## src/rtl/mux4to1.sv

```systemverilog
// 4-to-1 multiplexer with a combinational output and an enabled
// registered copy. The registered copy carries the select it was captured
// with, a flag saying a capture has happened since reset, and a one-cycle
// pulse flagging a change of captured select.

// Runtime checker: structural invariants of the registered path.
module mux4to1_checker (
    input logic       clk,
    input logic       rst_n,
    input logic [1:0] S_q,
    input logic       valid_q,
    input logic       sel_chg
);

    // A select-change pulse can only follow an earlier capture.
    a_chg_needs_valid: assert property (@(posedge clk) disable iff (!rst_n)
        sel_chg |-> valid_q);

    // Until the first capture, the captured select is still its reset value.
    a_idle_select: assert property (@(posedge clk) disable iff (!rst_n)
        !valid_q |-> (S_q == 2'b00));

endmodule

module mux4to1 #(
    parameter int unsigned     SIZE      = 4,
    parameter logic [SIZE-1:0] RESET_VAL = {SIZE{1'b0}}
) (
    output logic [SIZE-1:0] Y,
    input  logic [SIZE-1:0] I0,
    input  logic [SIZE-1:0] I1,
    input  logic [SIZE-1:0] I2,
    input  logic [SIZE-1:0] I3,
    input  logic [1:0]      S,
    input  logic            clk,
    input  logic            rst_n,
    input  logic            en,
    output logic [SIZE-1:0] Y_q,
    output logic [1:0]      S_q,
    output logic            valid_q,
    output logic            sel_chg
);

    logic [SIZE-1:0] y_s;
    logic            sel_chg_nxt_s;
    logic [SIZE-1:0] y_q_r;
    logic [1:0]      s_q_r;
    logic            valid_q_r;
    logic            sel_chg_r;

    // Select decode; an unknown select propagates as all-X in simulation
    // and is a don't-care for synthesis.
    always_comb begin
        y_s = {SIZE{1'bx}};
        case (S)
            2'b00:   y_s = I0;
            2'b01:   y_s = I1;
            2'b10:   y_s = I2;
            2'b11:   y_s = I3;
            default: y_s = {SIZE{1'bx}};
        endcase
    end

    assign Y = y_s;

    // A change is only meaningful against a select that was really
    // captured, so the very first capture after reset never pulses.
    always_comb begin
        sel_chg_nxt_s = 1'b0;
        if (en && valid_q_r && (S != s_q_r)) begin
            sel_chg_nxt_s = 1'b1;
        end else begin
            sel_chg_nxt_s = 1'b0;
        end
    end

    // Capture register: load mux output and select on enable, else hold.
    always_ff @(posedge clk or negedge rst_n) begin
        if (!rst_n) begin
            y_q_r     <= RESET_VAL;
            s_q_r     <= 2'b00;
            valid_q_r <= 1'b0;
        end else if (en) begin
            y_q_r     <= y_s;
            s_q_r     <= S;
            valid_q_r <= 1'b1;
        end else begin
            y_q_r     <= y_q_r;
            s_q_r     <= s_q_r;
            valid_q_r <= valid_q_r;
        end
    end

    // Select-change pulse register; reset kills a pending pulse at once.
    always_ff @(posedge clk or negedge rst_n) begin
        if (!rst_n) begin
            sel_chg_r <= 1'b0;
        end else begin
            sel_chg_r <= sel_chg_nxt_s;
        end
    end

    assign Y_q     = y_q_r;
    assign S_q     = s_q_r;
    assign valid_q = valid_q_r;
    assign sel_chg = sel_chg_r;

    mux4to1_checker u_checker (
        .clk     (clk),
        .rst_n   (rst_n),
        .S_q     (s_q_r),
        .valid_q (valid_q_r),
        .sel_chg (sel_chg_r)
    );

endmodule

```

## config.mk

```make
export PLATFORM = sky130hd
export DESIGN_NAME = mux4to1
export DESIGN_NICKNAME = d
export VERILOG_FILES = /design/src/rtl/mux4to1.sv
export SDC_FILE = /design/constraint.sdc
export NUM_CORES = 1
export LEC_CHECK = 0
export ABC_AREA = 0
export CORE_MARGIN = 4
export CORE_UTILIZATION = 33
export CTS_CLUSTER_DIAMETER = 100
export CTS_CLUSTER_SIZE = 8
export DETAILED_ROUTE_END_ITERATION = 12
export PLACE_DENSITY = 0.89
export SYNTH_ARGS = -nofsm -noshare
export SYNTH_HDL_FRONTEND = slang
export SYNTH_SLANG_ARGS = --single-unit
```

## constraint.sdc

```tcl
create_clock -name clk -period 0.83 [get_ports clk]
set_input_delay 0.166 -clock clk [delete_from_list [all_inputs] [get_ports clk]]
set_output_delay 0.166 -clock clk [all_outputs]
set_load 0.01 [all_outputs]
```

==> metrics.csv <==
stage,metric,value,unit
synth,Ys Warns,0,
synth,dominant cell type by area after synthesis,dfrtp_1,
run,Max-Cap Viols,0,
synth,mapped cell area,467,µm²
timing,Slew headroom,74.8,%
synth,async set-or-reset flop fraction in the synthesized netlist,100,%
drt,Iter 0 DRT Violations,1,
synth,Post-Syn Instances,41,
worst_setup_path,CP peak stage delay,280,ps
placement,routability cong.,0.686,
run_status,failing checks,negative setup slack,
synth,Synth area leaders,"dfrtp_1 43%, mux2i_1 26%, o221ai_1 7.5%, nand2b_1 6.7%, xnor2_1 3.8%",
cts,Hold Buf Count CTS,0,
timing,final setup fails,17,
drt,Pre-antenna DRT Iters,3,
synth,most frequent cell after synthesis,mux2i_1,
power_and_ir_drop,Power Density,1230,nW/µm²
worst_setup_path,critical path depth,5,
timing,RSZ-0062 raised after global routing,true,
drt,Via-to-Cell Ratio,4.81,
global_route,first-pass GRT wire length,2700,µm
drt,DR WL/cell,16.1,µm
worst_setup_path,slowest CP cell,mux2i_1,
worst_setup_path,Critical Path RT,660,ps
timing,Min Hold Slack,201,ps
worst_setup_path,Setup CP Type,in2out,
floorplan,IO Pins,33,
global_route,Tot GR Track Use,18.3,%
cts,clock buffer depth,2,
global_route,via count of the first global-routing pass,605,
cts,H-tree lvl count,1,
worst_setup_path,R2R cell count,2,
run_status,status,finished with violations,
timing,fin crit share,133,%
worst_setup_path,CP arrival,940,ps
worst_setup_path,buffers and inverters on the worst path,3,
worst_setup_path,crit-path max FO,6,
cells_and_area,finished layout cell area,1050,µm²
cells_and_area,ant diodes,0,
floorplan,Placement Rows,13,
cts,latest clock arrival within the worst-skew pair,250,ps
cells_and_area,share of cells above drive strength 1,60.0,%
timing,PnR worst setup slack,-276,ps
worst_setup_path,critical-path cell list,buf_6 -> buf_6 -> mux2i_1 -> mux2i_1 -> buf_2,
timing,skew final,4.98,ps
cts,CTS tree,built,
drt,via count,553,
worst_setup_path,largest delay contributor family on the critical path,multiplexers,
power_and_ir_drop,leakage,0.524,nW
cts,CTS Sinks,8,
drt,DRC,0,
timing,worst slew pin tran,377,ps
timing,Slew Limit Fails,0,
synth,Syn Nets,62,
worst_setup_path,crit end category,output pin,
cts,Clock Pin Slew Worst Setup and Hold Paths,50,ps
synth,sequential share of the synthesized area,42.9,%
cts,Num CTS Buffers,3,
global_route,largest net degree at the start of global routing,10,
timing,Fin Setup TNS,-1920,ps
floorplan,Vert. Die Dim,45.6,µm
drt,DRT Wirelength,1850,µm
floorplan,Starting Density,35.4,%
cts,CTS root buffer,clkbuf_4,
placement,Placed Area,902,µm²
timing,FMAX,904,MHz
cells_and_area,area delta synth->final,125,%
placement,DP Wirelength,1230,µm
synth,#FFs+latches synth,8,
synth,Mean Syn Cell Area,11.4,µm²
synth,number of synthesized flops with an enable pin,0,
synth,Synth top area share,42.9,%
placement,dpl ws,-1040,ps
drt,post-route ant nets,0,
global_route,met2 usage,32.3,%
placement,count of port buffers added during placement,32,
timing,Fin. Hold Viols,0,
floorplan,Die ar.,2080,µm²
global_route,met1 usage,22.2,%
hold_path,Hold Path Class,in2async,
floorplan,placeable core area,1320,µm²
global_route,Most Crowded Layer GR,met2,
synth,Post-synth top cells,"12 x mux2i_1, 8 x dfrtp_1, 5 x nand2b_1",
global_route,GR met3 Demand/Resource,3.16,%
global_route,initial antenna violation count,0,
worst_setup_path,Startpoint Class,primary input,
timing,fin crit period,1110,ps
synth,post-synth cell types,14,
global_route,remaining global-route overflow,0,
synth,Synth Flop Type,dfrtp_1,
power_and_ir_drop,Worst VDD drop,0.938,mV
floorplan,Die X-Extent,45.6,µm
cells_and_area,Final nets,123,
==> cell families (layout without fill, tap and decap cells) <==
| logic type | count (synthesis) | after routing | share of synthesized area, % |
|---|---|---|---|
| and+or+nand+nor | 8 | 8 | 9.65 |
| muxes | 13 | 13 | 28.2 |
| DFF | 8 | 8 | 42.9 |
| xor gates and xnor gates | 2 | 2 | 3.75 |
| AOI/OAI and AO/OA | 6 | 6 | 9.65 |
| buffers and inverters | 4 | 63 | 5.90 |
==> area by class of cell <==
cell class	count	area [µm²]
multi-input cells	29	329
inverters	1	3.75
fillers	87	268
well taps	15	18.8
clock buffers	3	22.5
flip-flops and latches	8	200
repair buffers	59	475
==> sequential cells by signal, indices dropped and copies added, names as in the netlist <==
| signal | count |
|---|---|
| valid_q | 1 |
| S_q | 2 |
| Y_q | 4 |
| sel_chg | 1 |
==> what timing repair did <==
action | CTS | global route
resized for setup | 94 | 7
buffers inserted | 11 | 2
endpoints found under the setup margin | 20 | 19
endpoints found under the hold margin | 0 | 0
pin swaps | 3 | 1
==> layout by cell type (no fill, tap or decap), types with 2 or more instances in the layout <==
cell / count
buf_4: 20
dlygate4sd2_1: 16
buf_2: 12
dfrtp_1: 8
buf_6: 8
mux2i_2: 5
mux2i_1: 5
o221ai_2: 3
nand2b_1: 3
clkbuf_4: 3
mux2i_4: 2
nand2b_4: 2
==> report_power, final <==
part	switching [mW]	internal [mW]
Sequential	0.0226	0.430
Combinational	0.222	0.327
Clock	0.121	0.165
==> worst reg2reg max path, cell delays in order (launching register included) <==
cell and delay (ps):
dfrtp_1 390, buf_6 130, mux2_2 250
==> routing by layer <==
| layer | part of all wire (%) | routed length [µm] |
|---|---|---|
| met5 | 0 | 0 |
| met4 | 2.2 | 40 |
| met3 | 6.3 | 116 |
| met2 | 52 | 972 |
| met1 | 39 | 723 |
==> final timing paths <==
check | from | to | slack [ps]
setup / recovery | S[0] | Y[0] | -280
hold / removal | rst_n | S_q[1]$_DFFE_PN0P_ | 200
setup reg to reg | S_q[0]$_DFFE_PN0P_ | S_q[0]$_DFFE_PN0P_ | -50
hold reg to reg | Y_q[2]$_DFFE_PN0P_ | Y_q[2]$_DFFE_PN0P_ | 500
max in group asynchronous | rst_n | S_q[0]$_DFFE_PN0P_ | 350
min in group clk | S[0] | S_q[0]$_DFFE_PN0P_ | 340
==> through the flow <==
step / util [%] / power (mW) / std cells
floorplan: - / 0.614 / 41
global placement: 68.5 / 0.917 / 101
detailed placement: 68.5 / 0.931 / 101
CTS: 76.3 / 1.25 / 113
global route: 79.7 / 1.37 / 115
finish: 79.7 / 1.29 / 115
Note: power is estimated with default switching activity, not from simulation.
